$ cat src/rtl/ram_access_arbiter_pkg.sv
// Shared constants and types for the two-requester RAM access arbiter.
package ram_arb_pkg;

  localparam int DEFAULT_ADDR_SIZE      = 8;
  localparam int DEFAULT_TIMEOUT_CYCLES = 16;

  // RAM command opcodes, carried in the top two bits of the command word
  localparam logic [1:0] OP_WR_ADDR = 2'b00;
  localparam logic [1:0] OP_WR_DATA = 2'b01;
  localparam logic [1:0] OP_RD_ADDR = 2'b10;
  localparam logic [1:0] OP_RD_DATA = 2'b11;

  typedef enum logic [2:0] {
    ST_IDLE,
    ST_WR_ADDR,
    ST_WR_DATA,
    ST_RD_ADDR,
    ST_RD_CMD,
    ST_RD_WAIT,
    ST_RESP
  } state_e;

  // One-hot encoding of a requester index
  function automatic logic [1:0] req_onehot(input logic idx);
    return idx ? 2'b10 : 2'b01;
  endfunction

endpackage

$ cat src/rtl/ram_access_arbiter_if.sv
// Requester-side and RAM-side signal bundle of the arbiter.
interface ram_access_arbiter_if
  import ram_arb_pkg::*;
#(
  parameter int ADDR_SIZE = DEFAULT_ADDR_SIZE
);
  logic [1:0]             req_i;
  logic [1:0]             we_i;
  logic [2*ADDR_SIZE-1:0] addr_i;
  logic [2*ADDR_SIZE-1:0] wdata_i;
  logic [1:0]             gnt_o;
  logic [1:0]             ack_o;
  logic [1:0]             err_o;
  logic [ADDR_SIZE-1:0]   rdata_o;
  logic                   rdata_valid_o;
  logic [ADDR_SIZE+1:0]   ram_din_o;
  logic                   ram_rx_valid_o;
  logic [ADDR_SIZE-1:0]   ram_dout_i;
  logic                   ram_tx_valid_i;

  // Arbiter side
  modport slave (
    input  req_i, we_i, addr_i, wdata_i, ram_dout_i, ram_tx_valid_i,
    output gnt_o, ack_o, err_o, rdata_o, rdata_valid_o, ram_din_o, ram_rx_valid_o
  );

  // Environment side (requesters plus RAM)
  modport master (
    output req_i, we_i, addr_i, wdata_i, ram_dout_i, ram_tx_valid_i,
    input  gnt_o, ack_o, err_o, rdata_o, rdata_valid_o, ram_din_o, ram_rx_valid_o
  );
endinterface

$ cat src/rtl/ram_access_arbiter_rr2.sv
// Two-way round-robin selector with a registered "last served" pointer.
module ram_arb_rr2 (
  input  logic       clk,
  input  logic       rst,
  input  logic [1:0] req_i,
  input  logic       update_i,
  input  logic       served_i,
  output logic       any_o,
  output logic       sel_o
);
  logic last_q;
  logic last_d;

  // Lone requester wins outright; on a tie the one not served last wins
  always_comb begin
    any_o  = |req_i;
    sel_o  = (&req_i) ? ~last_q : req_i[1];
    last_d = update_i ? served_i : last_q;
  end

  // Pointer resets as if requester 1 was served last, so requester 0 wins the first tie
  always_ff @(posedge clk) begin
    if (rst) begin
      last_q <= 1'b1;
    end else begin
      last_q <= last_d;
    end
  end
endmodule

$ cat src/rtl/ram_access_arbiter.sv
// Arbitrates two requesters onto a word-serial RAM command port, caching the
// last issued write and read addresses so repeat accesses skip the address word.
module ram_access_arbiter
  import ram_arb_pkg::*;
#(
  parameter int ADDR_SIZE      = DEFAULT_ADDR_SIZE,
  parameter int TIMEOUT_CYCLES = DEFAULT_TIMEOUT_CYCLES
) (
  input logic                 clk,
  input logic                 rst,
  ram_access_arbiter_if.slave bus
);
  localparam int               CNT_W    = $clog2(TIMEOUT_CYCLES + 1);
  localparam logic [CNT_W-1:0] CNT_LAST = CNT_W'(TIMEOUT_CYCLES - 1);

  state_e                 state_q;
  logic                   sel_q;
  logic [ADDR_SIZE-1:0]   wdata_q;
  logic [ADDR_SIZE-1:0]   wr_shadow_q;
  logic [ADDR_SIZE-1:0]   rd_shadow_q;
  logic                   wr_shadow_vld_q;
  logic                   rd_shadow_vld_q;
  logic [CNT_W-1:0]       tmo_cnt_q;
  logic [1:0]             gnt_q;
  logic [1:0]             ack_q;
  logic [1:0]             err_q;
  logic [ADDR_SIZE-1:0]   rdata_q;
  logic                   rdata_valid_q;
  logic [ADDR_SIZE+1:0]   ram_din_q;
  logic                   ram_rx_valid_q;

  logic                   rr_any;
  logic                   rr_sel;
  logic [ADDR_SIZE-1:0]   req_addr_a  [2];
  logic [ADDR_SIZE-1:0]   req_wdata_a [2];
  logic [ADDR_SIZE-1:0]   req_addr;
  logic [ADDR_SIZE-1:0]   req_wdata;
  logic                   req_we;
  logic                   wr_hit;
  logic                   rd_hit;

  // Split the packed per-requester buses into lanes
  genvar gi;
  generate
    for (gi = 0; gi < 2; gi++) begin : g_lane
      assign req_addr_a[gi]  = bus.addr_i[gi*ADDR_SIZE +: ADDR_SIZE];
      assign req_wdata_a[gi] = bus.wdata_i[gi*ADDR_SIZE +: ADDR_SIZE];
    end
  endgenerate

  assign req_addr  = req_addr_a[rr_sel];
  assign req_wdata = req_wdata_a[rr_sel];
  assign req_we    = bus.we_i[rr_sel];
  assign wr_hit    = wr_shadow_vld_q && (wr_shadow_q == req_addr);
  assign rd_hit    = rd_shadow_vld_q && (rd_shadow_q == req_addr);

  ram_arb_rr2 u_rr (
    .clk      (clk),
    .rst      (rst),
    .req_i    (bus.req_i),
    .update_i (state_q == ST_RESP),
    .served_i (sel_q),
    .any_o    (rr_any),
    .sel_o    (rr_sel)
  );

  // Transaction FSM; every output is a register loaded on the transition into the state that shows it
  always_ff @(posedge clk) begin
    if (rst) begin
      state_q         <= ST_IDLE;
      sel_q           <= 1'b0;
      wdata_q         <= '0;
      wr_shadow_q     <= '0;
      rd_shadow_q     <= '0;
      wr_shadow_vld_q <= 1'b0;
      rd_shadow_vld_q <= 1'b0;
      tmo_cnt_q       <= '0;
      gnt_q           <= '0;
      ack_q           <= '0;
      err_q           <= '0;
      rdata_q         <= '0;
      rdata_valid_q   <= 1'b0;
      ram_din_q       <= '0;
      ram_rx_valid_q  <= 1'b0;
    end else begin
      ack_q          <= '0;
      err_q          <= '0;
      rdata_valid_q  <= 1'b0;
      ram_rx_valid_q <= 1'b0;
      case (state_q)
        ST_IDLE: begin
          if (rr_any) begin
            sel_q          <= rr_sel;
            gnt_q          <= req_onehot(rr_sel);
            wdata_q        <= req_wdata;
            ram_rx_valid_q <= 1'b1;
            if (req_we) begin
              if (wr_hit) begin
                state_q   <= ST_WR_DATA;
                ram_din_q <= {OP_WR_DATA, req_wdata};
              end else begin
                state_q         <= ST_WR_ADDR;
                ram_din_q       <= {OP_WR_ADDR, req_addr};
                wr_shadow_q     <= req_addr;
                wr_shadow_vld_q <= 1'b1;
              end
            end else begin
              if (rd_hit) begin
                state_q   <= ST_RD_CMD;
                ram_din_q <= {OP_RD_DATA, {ADDR_SIZE{1'b0}}};
              end else begin
                state_q         <= ST_RD_ADDR;
                ram_din_q       <= {OP_RD_ADDR, req_addr};
                rd_shadow_q     <= req_addr;
                rd_shadow_vld_q <= 1'b1;
              end
            end
          end
        end
        ST_WR_ADDR: begin
          state_q        <= ST_WR_DATA;
          ram_din_q      <= {OP_WR_DATA, wdata_q};
          ram_rx_valid_q <= 1'b1;
        end
        ST_WR_DATA: begin
          state_q <= ST_RESP;
          ack_q   <= gnt_q;
        end
        ST_RD_ADDR: begin
          state_q        <= ST_RD_CMD;
          ram_din_q      <= {OP_RD_DATA, {ADDR_SIZE{1'b0}}};
          ram_rx_valid_q <= 1'b1;
        end
        ST_RD_CMD: begin
          state_q   <= ST_RD_WAIT;
          tmo_cnt_q <= '0;
        end
        ST_RD_WAIT: begin
          if (bus.ram_tx_valid_i) begin
            state_q       <= ST_RESP;
            rdata_q       <= bus.ram_dout_i;
            rdata_valid_q <= 1'b1;
            ack_q         <= gnt_q;
          end else if (tmo_cnt_q == CNT_LAST) begin
            // The RAM's read-address latch is now suspect, so force a reissue next time
            state_q         <= ST_RESP;
            rdata_q         <= '0;
            rdata_valid_q   <= 1'b1;
            ack_q           <= gnt_q;
            err_q           <= gnt_q;
            rd_shadow_vld_q <= 1'b0;
          end else begin
            tmo_cnt_q <= tmo_cnt_q + CNT_W'(1);
          end
        end
        ST_RESP: begin
          state_q <= ST_IDLE;
          gnt_q   <= '0;
        end
        default: begin
          state_q <= ST_IDLE;
          gnt_q   <= '0;
        end
      endcase
    end
  end

  assign bus.gnt_o          = gnt_q;
  assign bus.ack_o          = ack_q;
  assign bus.err_o          = err_q;
  assign bus.rdata_o        = rdata_q;
  assign bus.rdata_valid_o  = rdata_valid_q;
  assign bus.ram_din_o      = ram_din_q;
  assign bus.ram_rx_valid_o = ram_rx_valid_q;
endmodule

$ cat src/flat_wrapper.sv
// flat-port wrapper written by rule: the top's interface ports become plain ports
module ram_access_arbiter_flat import ram_arb_pkg::*;
#(
  parameter int ADDR_SIZE      = DEFAULT_ADDR_SIZE,
  parameter int TIMEOUT_CYCLES = DEFAULT_TIMEOUT_CYCLES
)
  (clk, rst, bus_req_i, bus_we_i, bus_addr_i, bus_wdata_i, bus_ram_dout_i, bus_ram_tx_valid_i, bus_gnt_o, bus_ack_o, bus_err_o, bus_rdata_o, bus_rdata_valid_o, bus_ram_din_o, bus_ram_rx_valid_o);
  ram_access_arbiter_if #(.ADDR_SIZE(ADDR_SIZE)) bus_i ();
  input logic clk;
  input logic rst;
  input wire logic [$bits(bus_i.req_i)-1:0] bus_req_i;
  input wire logic [$bits(bus_i.we_i)-1:0] bus_we_i;
  input wire logic [$bits(bus_i.addr_i)-1:0] bus_addr_i;
  input wire logic [$bits(bus_i.wdata_i)-1:0] bus_wdata_i;
  input wire logic [$bits(bus_i.ram_dout_i)-1:0] bus_ram_dout_i;
  input wire logic [$bits(bus_i.ram_tx_valid_i)-1:0] bus_ram_tx_valid_i;
  output wire logic [$bits(bus_i.gnt_o)-1:0] bus_gnt_o;
  output wire logic [$bits(bus_i.ack_o)-1:0] bus_ack_o;
  output wire logic [$bits(bus_i.err_o)-1:0] bus_err_o;
  output wire logic [$bits(bus_i.rdata_o)-1:0] bus_rdata_o;
  output wire logic [$bits(bus_i.rdata_valid_o)-1:0] bus_rdata_valid_o;
  output wire logic [$bits(bus_i.ram_din_o)-1:0] bus_ram_din_o;
  output wire logic [$bits(bus_i.ram_rx_valid_o)-1:0] bus_ram_rx_valid_o;
  assign bus_i.req_i = bus_req_i;
  assign bus_i.we_i = bus_we_i;
  assign bus_i.addr_i = bus_addr_i;
  assign bus_i.wdata_i = bus_wdata_i;
  assign bus_i.ram_dout_i = bus_ram_dout_i;
  assign bus_i.ram_tx_valid_i = bus_ram_tx_valid_i;
  assign bus_gnt_o = bus_i.gnt_o;
  assign bus_ack_o = bus_i.ack_o;
  assign bus_err_o = bus_i.err_o;
  assign bus_rdata_o = bus_i.rdata_o;
  assign bus_rdata_valid_o = bus_i.rdata_valid_o;
  assign bus_ram_din_o = bus_i.ram_din_o;
  assign bus_ram_rx_valid_o = bus_i.ram_rx_valid_o;
  ram_access_arbiter #(.ADDR_SIZE(ADDR_SIZE), .TIMEOUT_CYCLES(TIMEOUT_CYCLES)) u_core (.clk(clk), .rst(rst), .bus(bus_i));
endmodule
$ cat config.mk
export PLATFORM = sky130hd
export DESIGN_NAME = ram_access_arbiter_flat
export DESIGN_NICKNAME = d
export VERILOG_FILES = /design/src/rtl/ram_access_arbiter_pkg.sv /design/src/rtl/ram_access_arbiter_if.sv /design/src/rtl/ram_access_arbiter_rr2.sv /design/src/rtl/ram_access_arbiter.sv /design/src/flat_wrapper.sv
export SDC_FILE = /design/constraint.sdc
export NUM_CORES = 1
export LEC_CHECK = 0
export ABC_AREA = 1
export BUFFER_PORTS_ARGS = -buffer_cell sky130_fd_sc_hd__buf_4
export CORE_MARGIN = 10
export CORE_UTILIZATION = 40
export DETAILED_ROUTE_END_ITERATION = 12
export PLACE_DENSITY = 0.64
export SLEW_MARGIN = 20
export SYNTH_ARGS = -nofsm -noshare
export SYNTH_HDL_FRONTEND = slang
export SYNTH_SLANG_ARGS = --single-unit
$ cat constraint.sdc
create_clock -name clk -period 1.7 [get_ports clk]
set_clock_uncertainty 0.15 [all_clocks]
set_input_delay 0.085 -clock clk [delete_from_list [all_inputs] [get_ports clk]]
set_output_delay 0.085 -clock clk [all_outputs]
set_load 0.1 [all_outputs]
==> impl_metrics.py, run 1 <==
metrics = {
    "status": {
        "run_status": "complete, but fails checks",
        "violations": "negative hold slack, negative setup slack",
    },
    "grt": {
        "grt_pass1_vias": 3543,
        "globalRouteMet2Util_pct": 26.54,
        "grt_max_degree": 31,
        "grt_pass1_wl_microns": 17030,
        "antenna_found_initial": 0,
        "top_usage_layer": "met2",
        "use_met1_pct": 19.13,
        "gr-total-overflow": 0,
        "grtUsageTotal_pct": 15.87,
        "use_met3_pct": 3.887,
    },
    "detailed_routing": {
        "drcViolationCount": 0,
        "routedWlPerCell_microns": 14.33,
        "first_pass_iters": 4,
        "drt_iter0_drc": 228,
        "vias": 3750,
        "viasPerCell": 4.960,
        "finalWirelength_microns": 10840,
        "final_antenna_net_count": 0,
    },
    "placed_design": {
        "gp_routability_congestion": 0.8676,
        "dpl-instance-area_sq_mm": 0.004462,
        "post-place-ws_ns": -0.3659,
        "port_buffers": 72,
        "place_hpwl_microns": 7736,
        "dp.cells": 715,
    },
    "synth": {
        "ys_seq_elements": 62,
        "yosysTopAreaCell": "dfxtp_1",
        "synth.cells.most_frequent": "141 x nand2_1, 62 x dfxtp_1, 61 x inv_1",
        "synth_warnings": 0,
        "synth_most_common_cell": "nand2_1",
        "synth_top_area_share_pct": 36.18,
        "yosysSeqAreaShare_pct": 36.18,
        "synthCells": 503,
        "synthArstFlopShare_pct": 0,
        "ys_top_cells_by_area": "dfxtp_1 36%, nand2_1 15%, inv_1 6.7%",
        "syn_nets": 552,
        "syn_area_sq_mm": 0.003431,
        "synth-main-ff-cell": "dfxtp_1",
        "synth_edf_count": 0,
        "syn_area_per_cell_sq_um": 6.821,
        "ys_types": 43,
    },
    "floorplan": {
        "die_area_sq_mm": 0.01268,
        "die_width_microns": 112.6,
        "start_util_pct": 41.34,
        "ios": 73,
        "die_y_microns": 112.6,
        "core_sq_mm": 0.008299,
        "rows": 33,
    },
    "cts": {
        "clk_path_buf_depth": 2,
        "cts_root_buf": "clkbuf_8",
        "cts_tree": "built",
        "clk_latency_ns": 0.34,
        "clock-sinks": 62,
        "hold_buffers": 11,
        "cts_buffers": 9,
        "htreeDepth": 3,
        "clk_pin_slew_ns": 0.07,
    },
    "timing": {
        "max_freq_ghz": 0.5044,
        "rsz0062_at_grt": "yes",
        "min_period_ns": 1.982,
        "setup_viol": 33,
        "worstMarginPinSlew_ns": 0.6707,
        "fin_ws_ns": -0.2825,
        "hold_ws_ns": -0.08739,
        "tns_ns": -7.080,
        "hold_viol_final": 1,
        "finalMaxSlewViolations": 0,
        "relSlewSlack_pct": 55.12,
        "period_share_pct": 116.6,
    },
    "setup_path": {
        "worst_ep_arrival_time_ns": 2.04,
        "path_class": "register to register",
        "cp-start-kind": "register",
        "cp-end-kind": "register",
        "worstPathRequired_ns": 1.76,
        "critPathMaxFanout": 14,
    },
    "finish": {
        "layout.nets": 695,
        "final_util_pct": 62.46,
        "stdcell_area_sq_mm": 0.005184,
        "area_growth_syn_to_layout_pct": 51.09,
        "diodes": 0,
        "drive_above_1_share_pct": 38.56,
        "fill_cells": 734,
        "multi_input_area_sq_mm": 0.002103,
        "instances_no_fill": 756,
        "regArea_sq_mm": 0.001246,
    },
    "pwr": {
        "finalPower_mw": 7.630,
        "p_leak_nw": 2.404,
        "ir_worst_vdd_v": 0.0005552,
        "p_per_area_mw_per_mm2": 1472,
    },
    "hold_path": {
        "hold_class": "input pin to register",
    },
    "run": {
        "maxCapViolations": 0,
    },
}
==> where the power goes <==
group	leakage, nW	switching (mW)	internal, mW	total (mW)
Combinational	1.79	2.62	1.50	4.13
Clock	0.110	0.578	0.862	1.44
Sequential	0.508	0.242	1.82	2.06
==> timing repair <==
action                                 CTS  global route
endpoints found under the hold margin   13             1
setup endpoints to repair               37            54
pin swaps                                7            17
setup buffers                            5             7
gates cloned                             2             1
resized for setup                       31            49
==> final cells by class <==
cell class	instances	area share [%]
multi-input combinational	360	40.57
sequential	62	24.04
timing repair buffer	148	23.75
inverter	65	4.948
clock buffer	12	2.800
tap	105	2.534
clock inverter	4	1.352
==> metal layers <==
layer	routed length (microns)	vias up
li1	-	1912
met1	4691	1709
met2	5287	113
met3	638	16
met4	217	0
met5	0	-
==> state kept, by name, summed over array words and instances, names as in the netlist <==
register and cells:
u_core.rd_shadow_q 8, u_core.bus.err_o 2, u_core.state_q 3, u_core.bus.rdata_o 8, u_core.tmo_cnt_q 5, u_core.bus.ram_din_o 10
u_core.wdata_q 8, u_core.rd_shadow_vld_q 1, u_core.wr_shadow_q 8, u_core.sel_q 1, u_core.bus.ack_o 2, u_core.bus.rdata_valid_o 1
u_core.wr_shadow_vld_q 1, u_core.bus.gnt_o 2, u_core.u_rr.last_q 1, u_core.bus.ram_rx_valid_o 1
==> placed cells by master, fill, tap and decap left out, types with 4 or more instances in the layout <==
cell / instances
o21ai_2: 6
inv_1: 57
nor2_2: 6
nand3_2: 17
nand4_1: 10
buf_6: 6
inv_2: 6
nand2_1: 130
dfxtp_2: 4
o21ai_0: 22
a21oi_1: 41
buf_12: 5
dfxtp_1: 58
and2_0: 8
nor2_1: 20
nand3_1: 22
nor2_4: 7
clkbuf_8: 10
nand3b_1: 4
buf_4: 125
a21oi_2: 10
nand2_2: 23
dlygate4sd3_1: 11
==> critical path, stage by stage (launching register included) <==
cell,delay [ns]
dfxtp_2,0.33
nand2_4,0.10
nand2_8,0.11
nand2_1,0.14
nand2_1,0.12
nand2_1,0.11
nand4_1,0.12
nor2_2,0.18
nand3_4,0.13
nand3_4,0.15
inv_8,0.07
nand2_1,0.07
a21oi_1,0.07
==> worst paths after layout <==
| kind | from | end | slack [ns] | cells after the start |
|---|---|---|---|---|
| hold reg to reg | u_core.bus.rdata_o[0] | u_core.bus.rdata_o[0] | 0.32 | 2 |
| hold / removal | bus_addr_i[11] | u_core.rd_shadow_q[3] | -0.09 | 3 |
| setup / recovery | u_core.u_rr.last_q | u_core.wr_shadow_q[1] | -0.28 | 12 |
| setup reg to reg | u_core.u_rr.last_q | u_core.wr_shadow_q[1] | -0.28 | 12 |
==> cells by family (layout without fill, tap and decap cells) <==
logic type	Yosys count	after routing	share of synthesized area, %
and+or+nand+nor	261	263	36.47
AOI/OAI and AO/OA	94	94	15.79
buffers and inverters	83	229	10.58
DFF	62	62	36.18
adders and majority gates	2	2	0.7293
xor gates and xnor gates	1	1	0.2553
Note: power is estimated with default switching activity, not from simulation.
==> run 2, diff against run 1 <==
Settings changed: MAX_ROUTING_LAYER from default to met4.
==> impl_metrics.py, run 2 (synthesis results as in run 1) <==
metrics = {
    "floorplan": {
        "die_y_microns": 112.6,
        "die_area_sq_mm": 0.01268,
        "start_util_pct": 41.34,
        "rows": 33,
        "die_width_microns": 112.6,
        "core_sq_mm": 0.008299,
        "ios": 73,
    },
    "timing": {
        "hold_ws_ns": -0.07931,
        "min_period_ns": 2.026,
        "relSlewSlack_pct": 54.98,
        "setup_viol": 33,
        "finalMaxSlewViolations": 0,
        "period_share_pct": 119.2,
        "fin_ws_ns": -0.3258,
        "max_freq_ghz": 0.4936,
        "rsz0062_at_grt": "yes",
        "hold_viol_final": 1,
        "worstMarginPinSlew_ns": 0.6728,
    },
    "hold_path": {
        "hold_class": "input pin to register",
        "min-delay-start": "bus_addr_i[11]",
        "worstHoldEndpoint": "u_core.rd_shadow_q[3]",
        "hold-path-cell-count": 3,
    },
    "finish": {
        "largest_reg_flops": 10,
        "layout_commonest_cell": "buf_4",
        "multi_input_area_sq_mm": 0.002153,
        "final_cell_mix": "129 x buf_4, 113 x nand2_1, 59 x dfxtp_1",
        "area_growth_syn_to_layout_pct": 55.03,
        "diodes": 0,
        "fill_cells": 705,
        "stdcell_area_sq_mm": 0.005319,
        "layout.nets": 704,
        "drive_above_1_share_pct": 41.67,
        "regArea_sq_mm": 0.001245,
    },
    "cts": {
        "clk_latency_ns": 0.35,
        "clk_pin_slew_ns": 0.07,
        "clk_path_buf_depth": 2,
        "clock-sinks": 62,
        "htreeDepth": 3,
        "cts_buffers": 9,
        "cts_tree": "built",
        "hold_buffers": 14,
        "cts_root_buf": "clkbuf_8",
    },
    "pwr": {
        "switchingPower_mw": 3.394,
        "pwr-share-clk_pct": 20.2,
        "ir_worst_vdd_v": 0.0005953,
        "p_int_mw": 4.138,
        "pwr-share-seq_pct": 27.2,
        "pwr-share-comb_pct": 52.6,
        "p_leak_nw": 2.495,
        "switching_share_pct": 45.06,
        "p_per_area_mw_per_mm2": 1416,
    },
    "setup_path": {
        "cp-end-kind": "register",
        "reg2reg_depth": 14,
        "critPathMaxFanout": 11,
        "path_class": "register to register",
        "worst_ep_arrival_time_ns": 2.11,
        "crit_buf_inv": 2,
        "r2r-end": "u_core.bus.ram_din_o[7]",
        "max_stage_delay_ns": 0.33,
        "cp-start-kind": "register",
        "critical_path.cell_chain": "nand2_4 -> buf_12 -> nand3b_1 -> nand2_2 -> nand2_1 -> nand2_1 -> nand2_2 -> nor2_2 -> nand4_1 -> buf_6 -> nand3_2 -> nand2_1 -> nand2_1 -> a21oi_2",
        "r2r_setup_slack_ns": -0.33,
        "critPathTopFamily": "simple AND/OR/NAND/NOR gates",
        "path_common_cell": "nand2_1",
        "r2r-start": "u_core.u_rr.last_q",
        "worstPathRequired_ns": 1.78,
        "cp_slowest_cell": "dfxtp_2",
    },
    "run": {
        "maxCapViolations": 0,
    },
    "status": {
        "run_status": "complete, but fails checks",
        "violations": "negative hold slack, negative setup slack",
    },
    "grt": {
        "grt_pass1_vias": 3655,
        "antenna_found_initial": 0,
        "grt_max_degree": 31,
        "grtUsageTotal_pct": 17.08,
        "gr-total-overflow": 0,
        "grt_pass1_wl_microns": 17690,
    },
    "placed_design": {
        "place_hpwl_microns": 7742,
        "dpl-instance-area_sq_mm": 0.004442,
        "gp_routability_congestion": 0.8861,
        "port_buffers": 72,
    },
    "detailed_routing": {
        "drcViolationCount": 0,
        "first_pass_iters": 4,
        "final_antenna_net_count": 0,
        "finalWirelength_microns": 11110,
        "vias": 3837,
        "viasPerCell": 5.016,
        "routedWlPerCell_microns": 14.52,
        "drt_iter0_drc": 227,
    },
}
run 2: changes by cell type in the layout (fill, tap and decap cells not counted), sizes merged:
cell,change
dlygate4sd3,+3
buf,+5
clkbuf,+1
run 2: stage by stage:
step           worst slack [ns]  power, mW  util (%)  cells  TNS, ns
2_1_floorplan           -0.1267      4.423         -    503   -1.733
3_3_place_gp            -0.3177      5.514     53.52    714   -7.411
3_5_place_dp            -0.3358      5.561     53.52    714   -8.479
4_1_cts                 -0.2531      7.315     61.72    759   -6.541
5_1_grt                 -0.4397      7.953     64.09    765   -12.75
6_report                -0.3258      7.532     64.09    765   -8.301
run 2: how the worst max path moves through the flow:
stage / endpoint / from / depth (start not counted)
floorplan: u_core.bus.ram_din_o[6] / u_core.u_rr.last_q / 14
global placement: u_core.bus.ram_din_o[5] / u_core.u_rr.last_q / 13
detailed placement: u_core.bus.ram_din_o[3] / u_core.u_rr.last_q / 13
CTS: u_core.bus.ram_din_o[3] / u_core.u_rr.last_q / 15
global route: u_core.bus.ram_din_o[5] / u_core.u_rr.last_q / 14
finish: u_core.bus.ram_din_o[7] / u_core.u_rr.last_q / 14
run 2: routing by layer:
layer / vias up / global-route usage [%] / routed length, microns / part of all wire [%]
met4: 0 / 6.007 / 178 / 1.6
met3: 15 / 3.088 / 554 / 5.0
met1: 1779 / 20.27 / 4865 / 44
met5: - / - / 0 / 0
met2: 105 / 28.26 / 5508 / 50
li1: 1938 / - / - / -
run 2: worst min-delay path: stages:
cell	delay (ns)
buf_4	0.10
o21ai_2	0.07
a21oi_1	0.12
run 2: power groups by stage:
stage / combinational, mW / sequential, mW / clock, mW
after global placement: 3.47 / 2.05 / 0
after global routing: 4.27 / 2.09 / 1.60
final: 3.96 / 2.05 / 1.52
after CTS: 3.75 / 2.03 / 1.53
after detailed placement: 3.51 / 2.05 / 0
after floorplan: 1.50 / 2.92 / 0
run 2: timing repair:
item,4_1_cts,5_1_grt
cloned,4,1
hold endpoints to repair,15,1
resized for setup,62,46
buffers inserted,12,6
endpoints found under the setup margin,35,53
pin swaps,22,22
run 2: final cells by class:
class                   instances  share of cell area (%)
clock inverters                 3                   1.223
repair inverters                1                  0.1176
inverters                      65                   4.869
repair buffers                156                   24.25
clock buffers                  13                   3.176
multi-input cells             360                   40.48
flip-flops and latches         62                   23.41
well taps                     105                   2.470
